[src/rtl/data_arith_imm_decode_pkg.sv]
// rtl/data_arith_imm_decode_pkg.sv - shared types for the immediate decode stage
package data_arith_imm_decode_pkg;

  // Shared control bundle: single clock plus asynchronous active-low reset.
  typedef struct packed {
    logic clock;
    logic reset;
  } Data_Control_Control_T;

  // Extension mode handed to the downstream extend stage.
  typedef enum logic {
    SU_UNSIGNED = 1'b0,
    SU_SIGNED   = 1'b1
  } Data_Arith_SignedUnsigned_T;

  // MIPS primary opcodes (insn[31:26]) that carry an immediate or shamt.
  typedef enum logic [5:0] {
    OP_RTYPE = 6'h00,
    OP_J     = 6'h02,
    OP_JAL   = 6'h03,
    OP_BEQ   = 6'h04,
    OP_BNE   = 6'h05,
    OP_ADDI  = 6'h08,
    OP_ADDIU = 6'h09,
    OP_SLTI  = 6'h0A,
    OP_SLTIU = 6'h0B,
    OP_ANDI  = 6'h0C,
    OP_ORI   = 6'h0D,
    OP_XORI  = 6'h0E,
    OP_LUI   = 6'h0F,
    OP_LW    = 6'h23,
    OP_SW    = 6'h2B
  } Data_Arith_Opcode_T;

  // The raw field is always 16 bits; wider outputs are zero-padded at the top.
  localparam int RAW_IMM_W = 16;

  // One decoded instruction as it travels through the skid buffer.
  typedef struct packed {
    logic [RAW_IMM_W-1:0]       imm;
    Data_Arith_SignedUnsigned_T sign;
    logic                       is_lui;
    logic                       is_shamt;
    logic                       illegal;
  } imm_entry_t;

  localparam int ENTRY_W = $bits(imm_entry_t);

endpackage

[src/rtl/data_arith_imm_decode_if.sv]
// rtl/data_arith_imm_decode_if.sv - instruction-in / immediate-out handshake bundle
interface data_arith_imm_decode_if
  import data_arith_imm_decode_pkg::*;
#(
  parameter int INSN_W = 32,
  parameter int IMM_W  = 16,
  parameter int CNT_W  = 8
);
  logic                       in_valid;
  logic                       in_ready;
  logic [INSN_W-1:0]          insn;
  logic                       out_valid;
  logic                       out_ready;
  logic [IMM_W-1:0]           imm;
  Data_Arith_SignedUnsigned_T sign;
  logic                       is_lui;
  logic                       is_shamt;
  logic                       illegal;
  logic [CNT_W-1:0]           illegal_count;

  // Upstream fetch / downstream extend side (drives instructions, accepts results).
  modport master (
    output in_valid, insn, out_ready,
    input  in_ready, out_valid, imm, sign, is_lui, is_shamt, illegal, illegal_count
  );

  // The decode stage itself.
  modport slave (
    input  in_valid, insn, out_ready,
    output in_ready, out_valid, imm, sign, is_lui, is_shamt, illegal, illegal_count
  );
endinterface

[src/rtl/data_arith_imm_decode_skid.sv]
// rtl/data_arith_imm_decode_skid.sv - generic 2-entry valid/ready skid buffer
module data_arith_imm_decode_skid #(
  parameter int W = 8
) (
  input  logic         clk,
  input  logic         rst_n,
  input  logic         i_flush,
  input  logic         i_valid,
  output logic         o_ready,
  input  logic [W-1:0] i_data,
  output logic         o_valid,
  input  logic         i_ready,
  output logic [W-1:0] o_data
);
  logic         r_out_valid;
  logic [W-1:0] r_out_data;
  logic         r_skid_valid;
  logic [W-1:0] r_skid_data;
  logic         w_in_xfer;
  logic         w_out_free;

  // Ready is a pure function of registered state so it never combinationally
  // depends on the downstream ready.
  assign o_ready    = !r_skid_valid;
  assign o_valid    = r_out_valid;
  assign o_data     = r_out_data;
  assign w_in_xfer  = i_valid && !r_skid_valid;
  assign w_out_free = !r_out_valid || i_ready;

  // Output register refills from the skid entry first, then from the input;
  // on a stall the output holds and a new word parks in the skid entry.
  always_ff @(posedge clk or negedge rst_n) begin
    if (!rst_n) begin
      r_out_valid  <= 1'b0;
      r_out_data   <= '0;
      r_skid_valid <= 1'b0;
      r_skid_data  <= '0;
    end else if (i_flush) begin
      r_out_valid  <= 1'b0;
      r_skid_valid <= 1'b0;
    end else if (w_out_free) begin
      if (r_skid_valid) begin
        r_out_data   <= r_skid_data;
        r_out_valid  <= 1'b1;
        r_skid_valid <= 1'b0;
      end else begin
        r_out_valid <= w_in_xfer;
        if (w_in_xfer) begin
          r_out_data <= i_data;
        end
      end
    end else if (w_in_xfer) begin
      r_skid_data  <= i_data;
      r_skid_valid <= 1'b1;
    end
  end
endmodule

[src/rtl/data_arith_imm_decode.sv]
// rtl/data_arith_imm_decode.sv - MIPS immediate/shamt decode with skid-buffered output
module data_arith_imm_decode
  import data_arith_imm_decode_pkg::*;
#(
  parameter int INSN_W = 32,
  parameter int IMM_W  = 16,
  parameter int CNT_W  = 8
) (
  input  Data_Control_Control_T   ctrl,
  input  logic                    flush,
  data_arith_imm_decode_if.slave  bus
);
  logic             w_clk;
  logic             w_rst_n;
  logic [5:0]       w_op;
  imm_entry_t       w_dec;
  imm_entry_t       w_out_entry;
  logic [ENTRY_W-1:0] w_out_data;
  logic             w_in_xfer;
  logic [CNT_W-1:0] r_illegal_count;
  logic             w_unused;

  assign w_clk     = ctrl.clock;
  assign w_rst_n   = ctrl.reset;
  assign w_op      = bus.insn[INSN_W-1 -: 6];
  assign w_in_xfer = bus.in_valid && bus.in_ready;
  // rs/rt fields are never part of the immediate.
  assign w_unused  = ^bus.insn[25:16];

  // Opcode decode: pick the field and extension mode, flag unknown opcodes.
  always_comb begin
    w_dec = '{imm: '0, sign: SU_UNSIGNED, is_lui: 1'b0, is_shamt: 1'b0, illegal: 1'b0};
    case (w_op)
      OP_BEQ, OP_BNE, OP_ADDI, OP_ADDIU, OP_SLTI, OP_SLTIU, OP_LW, OP_SW: begin
        w_dec.imm  = bus.insn[15:0];
        w_dec.sign = SU_SIGNED;
      end
      OP_ANDI, OP_ORI, OP_XORI, OP_J, OP_JAL: begin
        w_dec.imm = bus.insn[15:0];
      end
      OP_LUI: begin
        w_dec.imm    = bus.insn[15:0];
        w_dec.is_lui = 1'b1;
      end
      OP_RTYPE: begin
        w_dec.imm      = {11'd0, bus.insn[10:6]};
        w_dec.is_shamt = 1'b1;
      end
      default: begin
        w_dec.illegal = 1'b1;
      end
    endcase
  end

  data_arith_imm_decode_skid #(.W(ENTRY_W)) u_skid (
    .clk     (w_clk),
    .rst_n   (w_rst_n),
    .i_flush (flush),
    .i_valid (bus.in_valid),
    .o_ready (bus.in_ready),
    .i_data  (w_dec),
    .o_valid (bus.out_valid),
    .i_ready (bus.out_ready),
    .o_data  (w_out_data)
  );

  assign w_out_entry  = imm_entry_t'(w_out_data);
  assign bus.imm      = IMM_W'(w_out_entry.imm);
  assign bus.sign     = w_out_entry.sign;
  assign bus.is_lui   = w_out_entry.is_lui;
  assign bus.is_shamt = w_out_entry.is_shamt;
  assign bus.illegal  = w_out_entry.illegal;
  assign bus.illegal_count = r_illegal_count;

  // Count accepted illegal words, saturating; a flush drops the word uncounted.
  always_ff @(posedge w_clk or negedge w_rst_n) begin
    if (!w_rst_n) begin
      r_illegal_count <= '0;
    end else if (w_in_xfer && !flush && w_dec.illegal && (r_illegal_count != '1)) begin
      r_illegal_count <= r_illegal_count + 1'b1;
    end
  end
endmodule

[src/flat_wrapper.sv]
// flat-port wrapper written by rule: the top's interface ports become plain ports
module data_arith_imm_decode_flat import data_arith_imm_decode_pkg::*;
#(
  parameter int INSN_W = 32,
  parameter int IMM_W  = 16,
  parameter int CNT_W  = 8
)
  (ctrl, flush, bus_in_valid, bus_insn, bus_out_ready, bus_in_ready, bus_out_valid, bus_imm, bus_sign, bus_is_lui, bus_is_shamt, bus_illegal, bus_illegal_count);
  data_arith_imm_decode_if #(.INSN_W(INSN_W), .IMM_W(IMM_W), .CNT_W(CNT_W)) bus_i ();
  input  Data_Control_Control_T ctrl;
  input  logic flush;
  input wire logic [$bits(bus_i.in_valid)-1:0] bus_in_valid;
  input wire logic [$bits(bus_i.insn)-1:0] bus_insn;
  input wire logic [$bits(bus_i.out_ready)-1:0] bus_out_ready;
  output wire logic [$bits(bus_i.in_ready)-1:0] bus_in_ready;
  output wire logic [$bits(bus_i.out_valid)-1:0] bus_out_valid;
  output wire logic [$bits(bus_i.imm)-1:0] bus_imm;
  output wire logic [$bits(bus_i.sign)-1:0] bus_sign;
  output wire logic [$bits(bus_i.is_lui)-1:0] bus_is_lui;
  output wire logic [$bits(bus_i.is_shamt)-1:0] bus_is_shamt;
  output wire logic [$bits(bus_i.illegal)-1:0] bus_illegal;
  output wire logic [$bits(bus_i.illegal_count)-1:0] bus_illegal_count;
  assign bus_i.in_valid = bus_in_valid;
  assign bus_i.insn = bus_insn;
  assign bus_i.out_ready = bus_out_ready;
  assign bus_in_ready = bus_i.in_ready;
  assign bus_out_valid = bus_i.out_valid;
  assign bus_imm = bus_i.imm;
  assign bus_sign = bus_i.sign;
  assign bus_is_lui = bus_i.is_lui;
  assign bus_is_shamt = bus_i.is_shamt;
  assign bus_illegal = bus_i.illegal;
  assign bus_illegal_count = bus_i.illegal_count;
  data_arith_imm_decode #(.INSN_W(INSN_W), .IMM_W(IMM_W), .CNT_W(CNT_W)) u_core (.ctrl(ctrl), .flush(flush), .bus(bus_i));
endmodule
[config.mk]
export PLATFORM = sky130hd
export DESIGN_NAME = data_arith_imm_decode_flat
export DESIGN_NICKNAME = d
export VERILOG_FILES = /design/src/rtl/data_arith_imm_decode_pkg.sv /design/src/rtl/data_arith_imm_decode_if.sv /design/src/rtl/data_arith_imm_decode_skid.sv /design/src/rtl/data_arith_imm_decode.sv /design/src/flat_wrapper.sv
export SDC_FILE = /design/constraint.sdc
export NUM_CORES = 1
export LEC_CHECK = 0
export BUFFER_PORTS_ARGS = -buffer_cell sky130_fd_sc_hd__buf_2
export CAP_MARGIN = 20
export CORE_ASPECT_RATIO = 0.8
export CORE_MARGIN = 3
export CORE_UTILIZATION = 47
export CTS_BUF_LIST = sky130_fd_sc_hd__clkbuf_8
export DETAILED_ROUTE_END_ITERATION = 7
export GPL_TIMING_DRIVEN = 0
export PLACE_DENSITY = 0.76
export SLEW_MARGIN = 25
export SYNTH_ARGS = -nofsm -noshare
export SYNTH_HDL_FRONTEND = slang
export SYNTH_SLANG_ARGS = --single-unit
[constraint.sdc]
create_clock -name ctrl -period 1.4 [get_ports ctrl]
set_input_delay 0.35 -clock ctrl [delete_from_list [all_inputs] [get_ports ctrl]]
set_output_delay 0.35 -clock ctrl [all_outputs]
set_load 0.02 [all_outputs]
==> results.toml, run 1 <==
[outcome]
status = "finished, violations left"
violations = "hold timing, setup timing"

[sta]
hold_viol_final = 50
rsz0062_at_grt = "yes"
finalSetupViolations = 25
slew_headroom_pct = 67.5
fin_ws_ps = -156
max_freq_mhz = 643
slew_viol_final = 0
fin_crit_ps = 1560
finalClockSkew_ps = 10.8
tightest_slew_ps = 488
min_period_over_period_pct = 111
holdWs_ps = -336

[critical_path]
critPathRequiredTime_ps = 1600
r2r-start = "u_core.u_skid.r_skid_valid$_DFFE_PN0P_"
ff2ff_path_depth = 6
ff2ff_setup_slack_ps = -160
cp-end-kind = "flop"
cp_max_fo = 8
crit_path_start_kind = "flop"
cp.arrival_ps = 1750
setup.worst_path.class = "flop to flop"
worstReg2RegEnd = "u_core.bus.illegal_count[1]$_DFFE_PN0P_"

[final_layout]
drive_gt1_share_pct = 41.7
syn_to_final_growth_pct = 37.3
fin_util_pct = 69.4
finalNetCount = 367
postLayoutCellArea_mm2 = 0.00328
n_antenna_cell = 0
fillers = 366

[placement]
finalWeightedCongestion = 0.818
dp_slack_ps = -313
hpwl_um = 4030
portBuffers = 55
placed_area_mm2 = 0.00280

[global_routing]
grt_pass1_vias = 2157
grt.total_usage_pct = 22.8
grt_max_degree = 17
grt_antenna_before_repair = 0
grt_overflow = 0
grt_pass1_wl_um = 10200

[logic_synthesis]
avgSynthCellArea_um2 = 9.53
synth_area_mm2 = 0.00239
yosysUniqueCellTypes = 40
synth_top_area_share_pct = 52.3
yosys.area.top_type = "dfrtp_1"
ys_ff_latch = 50
synth_nets = 289
synthCells = 251
ys_warn_count = 0
synthTopCellsByArea = "dfrtp_1 (52%), nand2_1 (8.0%), nand3_1 (7.3%), o21ai_1 (5.4%), xnor2_1 (2.2%)"
ys_seq_area_share_pct = 52.3

[detailed_routing]
ant_nets = 0
drt-wirelength-per-cell_um = 16.7
dr.pass1.iters = 5
drt_iter0_drc = 191
wl_um = 6580
remaining_drc_errors = 0
vias = 2243
vias_per_cell = 5.71

[pwr]
p_comb_share_pct = 18.6
p_leak_nw = 1.57
power_frac_seq_pct = 35.9
p_sw_mw = 1.90
swShare_pct = 39.7
finalPower_mw = 4.78
p_int_mw = 2.88
ir_worst_vdd_mv = 1.17
clkPwrFrac_pct = 45.5
cellPowerDensity_mw_per_mm2 = 1460

[min_path]
min_path_type = "clock port to asynchronous set/reset pin"

[clocking]
path_clk_slew_ps = 100
insertion_delay_ps = 320
cts_tree = "yes"

[run]
drv_cap = 0

[floorplanning]
ios = 67
core-area_mm2 = 0.00473
die_w_um = 85.8
std_cell_rows = 22
initial_core_util_pct = 50.5
die-area_mm2 = 0.00599
die_h_um = 69.8
[logic make-up after synthesis]
logic type                 share of synthesized area [%]
buffers and inverters                               4.92
xor gates and xnor gates                            2.56
muxes                                               1.83
AOI/OAI and AO/OA                                   15.1
and+or+nand+nor                                     22.8
adders and majority gates                          0.523
DFF                                                 52.3
[routing by layer]
layer	global-route usage, %	routed length, um
met2	31.1	3060
met3	13.1	548
met1	27.6	2830
met5	0	0
met4	13.9	133
[power by group through the flow]
| stage | combinational (mW) | sequential (mW) | clock [mW] |
|---|---|---|---|
| floorplan | 0.379 | 1.86 | 0 |
| global placement | 0.808 | 1.74 | 0 |
| detailed placement | 0.817 | 1.75 | 0 |
| CTS | 0.856 | 1.71 | 2.27 |
| global route | 0.964 | 1.74 | 2.39 |
| finish | 0.889 | 1.72 | 2.18 |
[flip-flops by register name, indices dropped and copies added (netlist names)]
name,flops
u_core.u_skid.o_data,20
u_core.u_skid.r_skid_data,20
u_core.bus.illegal_count,8
u_core.u_skid.o_valid,1
u_core.u_skid.r_skid_valid,1
[worst max-delay path, cell delays in order, from the launching register on]
cell and delay [ps]:
dfrtp_1 390, buf_6 140, nor3b_4 200, o21a_1 150, o211a_1 140, buf_6 130, mux2_4 290
[cells in the final DEF, fill, tap and decap left out, types with 2 or more instances in the layout]
cell type	Yosys	layout
a21oi_1	6	5
a21oi_2	1	2
a221oi_1	3	2
a221oi_2	2	3
a22oi_1	5	5
and3_1	2	2
buf_2	4	55
buf_4	4	11
buf_6	3	10
clkbuf_8	0	14
clkinvlp_4	0	2
dfrtp_1	50	47
dfrtp_2	0	3
inv_1	3	2
nand2_1	51	50
nand2b_1	2	2
nand3_1	35	19
nand3_2	0	15
nand4_1	6	6
nor2_1	4	4
nor2_4	1	2
nor3_1	3	3
o21a_1	3	3
o21ai_0	5	5
o21ai_1	26	25
o31ai_1	2	2
xnor2_1	6	6
[per-stage QoR]
stage          setup TNS, ps  hold WS (ps)  cells
2_1_floorplan          -1670          -296    251
4_1_cts                -3540          -330    392
3_5_place_dp           -9440          -296    366
6_report               -2190          -336    393
5_1_grt                -5330          -333    393
3_3_place_gp           -8490          -296    366
[cells in the mapped netlist]
library cell	number
xor2_1	1
nor2_4	1
or4_4	1
nand2b_1	2
o211a_1	1
o21ai_0	5
o31ai_1	2
ha_1	1
o21a_1	3
a2111oi_2	1
inv_1	3
a21oi_1	6
a21oi_2	1
mux2i_1	1
clkbuf_1	6
o21bai_2	1
nand4_1	6
or2_4	1
buf_4	4
mux2_2	1
and2_1	1
nor2b_1	1
a221oi_1	3
nor3_1	3
nand3_1	35
a221oi_2	2
nor3_2	1
nor3b_2	1
or3_1	1
mux2_1	2
nand2_1	51
nor2_2	2
o21ai_1	26
and3_1	2
xnor2_1	6
nor2_1	4
buf_6	3
buf_2	4
a22oi_1	5
dfrtp_1	50
[how the worst max path moves through the flow]
stage,to,start,slack [ps],cells past startpoint
finish,u_core.bus.illegal_count[1]$_DFFE_PN0P_,u_core.u_skid.r_skid_valid$_DFFE_PN0P_,-160,6
detailed placement,u_core.u_skid.o_data[16]$_DFFE_PN0P_,u_core.u_skid.r_skid_valid$_DFFE_PN0P_,-310,6
floorplan,u_core.u_skid.o_data[10]$_DFFE_PN0P_,u_core.u_skid.o_valid$_DFFE_PN0N_,-90,7
CTS,u_core.u_skid.o_data[16]$_DFFE_PN0P_,u_core.u_skid.o_valid$_DFFE_PN0N_,-150,7
global route,u_core.bus.illegal_count[1]$_DFFE_PN0P_,u_core.u_skid.r_skid_valid$_DFFE_PN0P_,-220,6
global placement,u_core.u_skid.o_data[10]$_DFFE_PN0P_,u_core.u_skid.o_valid$_DFFE_PN0N_,-320,5
[repair_timing]
action	CTS	global route
hold buffers	0	0
resized for setup	21	25
cloned	1	0
setup endpoints to repair	48	49
setup buffers	9	2
pin swaps	4	13
[final cells by class]
type | count | area (um^2) | share of cell area [%]
clock buffers | 11 | 151 | 4.61
flip-flops and latches | 50 | 1250 | 38.2
clock inverters | 5 | 66.3 | 2.02
plain buffers | 16 | 160 | 4.88
well taps | 60 | 75.1 | 2.29
repair buffers | 67 | 388 | 11.8
inverters | 3 | 15.0 | 0.457
multi-input cells | 181 | 1170 | 35.7
No activity file was read; power rests on OpenSTA's default activity.
==> run 2, diff against run 1 <==
--- a/config.mk
+++ b/config.mk
@@ -7,7 +7,7 @@
 export LEC_CHECK = 0
 export BUFFER_PORTS_ARGS = -buffer_cell sky130_fd_sc_hd__buf_2
 export CAP_MARGIN = 20
-export CORE_ASPECT_RATIO = 0.8
+export CORE_ASPECT_RATIO = 0.6
 export CORE_MARGIN = 3
 export CORE_UTILIZATION = 47
 export CTS_BUF_LIST = sky130_fd_sc_hd__clkbuf_8
==> run 2 against run 1 <==
The flow still finishes with violations (hold timing, setup timing). Clock skew increased by 1.1 ps. Power shrank 2.3%. Wire length grew 15%. Worst setup slack lost 37 ps. Sequential power hardly changed. Critical path depth rose by 2. Combinational power grew 10%. Register-to-register slack lost 40 ps. Global-route usage rose by 2.7 points. Critical endpoint is now u_core.u_skid.o_data[14]$_DFFE_PN0P_. Largest cell class is now multi-input gates.
==> results.toml, run 2 (same netlist as run 1, synthesis figures left out) <==
[floorplanning]
die_h_um = 61.3
ios = 67
initial_core_util_pct = 50.6
die-area_mm2 = 0.00601
core-area_mm2 = 0.00473
die_w_um = 98.1
std_cell_rows = 19

[clocking]
insertion_delay_ps = 310
path_clk_slew_ps = 100
cts_tree = "yes"

[detailed_routing]
vias = 2363
drt_iter0_drc = 241
wl_um = 7580
ant_nets = 0
remaining_drc_errors = 0
vias_per_cell = 5.89
drt-wirelength-per-cell_um = 18.9
dr.pass1.iters = 4

[sta]
finalSetupViolations = 29
slew_headroom_pct = 74.3
timing.setup.tns_ps = -3490
holdWs_ps = -343
fin_ws_ps = -193
hold_viol_final = 50
rsz0062_at_grt = "yes"
finalClockSkew_ps = 11.9
fin_crit_ps = 1590
min_period_over_period_pct = 114
slew_viol_final = 0
max_freq_mhz = 628
tightest_slew_ps = 384

[final_layout]
syn_to_final_growth_pct = 43.7
n_antenna_cell = 0
finalNetCount = 372
layout_common_cells = "buf_2 (54), dfrtp_1 (46), nand2_1 (40), o21ai_1 (24), nand3_2 (22)"
final_common_cell = "buf_2"
fillers = 314
drive_gt1_share_pct = 48.8

[critical_path]
cp.arrival_ps = 1850
cp_max_fo = 7
cp-end-kind = "flop"
crit_path_start_kind = "flop"
critPathRequiredTime_ps = 1660
setup.worst_path.class = "flop to flop"

[global_routing]
grt_pass1_vias = 2387
grt_pass1_wl_um = 11400
grt_overflow = 0
grt.total_usage_pct = 25.5
grt_max_degree = 16
grt_antenna_before_repair = 0

[pwr]
p_leak_nw = 1.66
ir_worst_vdd_mv = 0.848
cellPowerDensity_mw_per_mm2 = 1360

[placement]
hpwl_um = 4410
finalWeightedCongestion = 0.850
portBuffers = 55

[outcome]
violations = "hold timing, setup timing"
status = "finished, violations left"

[min_path]
min_path_type = "clock port to asynchronous set/reset pin"

[run]
drv_cap = 0
[run 2: changes by cell type in the layout (fill, tap and decap cells not counted), moves of 2 or more]
cell	change
nand3_2	+7
nand2_1	-10
nand2_4	+2
clkbuf_2	+2
nand2_2	+8
clkbuf_16	+2
nand3_1	-7
a221oi_1	-2
buf_6	+4
[run 2: final timing paths]
| path | start | end | slack (ps) | depth (start not counted) |
|---|---|---|---|---|
| worst max-delay path | u_core.u_skid.o_valid$_DFFE_PN0N_ | u_core.u_skid.o_data[14]$_DFFE_PN0P_ | -190 | 8 |
| worst min-delay path | ctrl[0] | u_core.u_skid.r_skid_data[2]$_DFFE_PN0P_ | -340 | 2 |
| worst min register to register | u_core.u_skid.r_skid_data[7]$_DFFE_PN0P_ | u_core.u_skid.r_skid_data[7]$_DFFE_PN0P_ | 490 | 2 |
| worst max register to register | u_core.u_skid.o_valid$_DFFE_PN0N_ | u_core.u_skid.o_data[14]$_DFFE_PN0P_ | -190 | 8 |
| min in group ctrl | bus_insn[13] | u_core.u_skid.o_data[17]$_DFFE_PN0P_ | 290 | 3 |
| max in group asynchronous | ctrl[0] | u_core.bus.illegal_count[0]$_DFFE_PN0P_ | 1580 | 2 |
[run 2: routing by layer]
layer / global-route usage, % / vias to the layer above / share of wire, %
li1: - / 1053 / -
met1: 32.4 / 1171 / 43
met2: 35.1 / 120 / 46
met3: 13.0 / 19 / 8.8
met4: 15.4 / 0 / 1.9
met5: 0 / - / 0
[run 2: what timing repair did]
action | 4_1_cts | 5_1_grt
hold buffers | 0 | 0
buffers inserted | 9 | 7
gates resized for setup | 55 | 25
endpoints found under the setup margin | 48 | 49
hold endpoints to repair | 0 | 0
gates cloned | 4 | 0
pin swaps | 24 | 11
[run 2: power breakdown]
group	switching [mW]	internal [mW]	total [mW]
Clock	1.20	0.763	1.96
Sequential	0.192	1.54	1.73
Combinational	0.555	0.424	0.979
Total	1.95	2.72	4.67
[run 2: cell type report]
cell class	instances	area (um^2)	area share [%]
repair buffers	73	448	13.0
clock inverters	5	35.0	1.02
multi-input cells	181	1280	37.2
well taps	63	78.8	2.29
plain buffers	15	176	5.13
flip-flops and latches	50	1260	36.5
clock buffers	11	151	4.40
inverters	3	15.0	0.437
[run 2: per-stage QoR]
step                      instances  worst slack, ps  util, %  cell area (um^2)  total power [mW]
after floorplan                 251            -87.0        -              2440              2.24
after global placement          369             -308     59.2              2800              2.55
after detailed placement        369             -333     59.2              2800              2.59
after CTS                       398             -189     70.8              3350              4.70
after global routing            401             -232     72.7              3440              4.97
final                           401             -193     72.7              3440              4.67
[run 2: worst max-delay path: stages (launching register included)]
cell and delay (ps):
dfrtp_2 410, nor2b_4 140, or3_1 350, buf_6 150, nor2_4 140, buf_4 130
buf_6 80, nand3_2 70, nand3_2 50
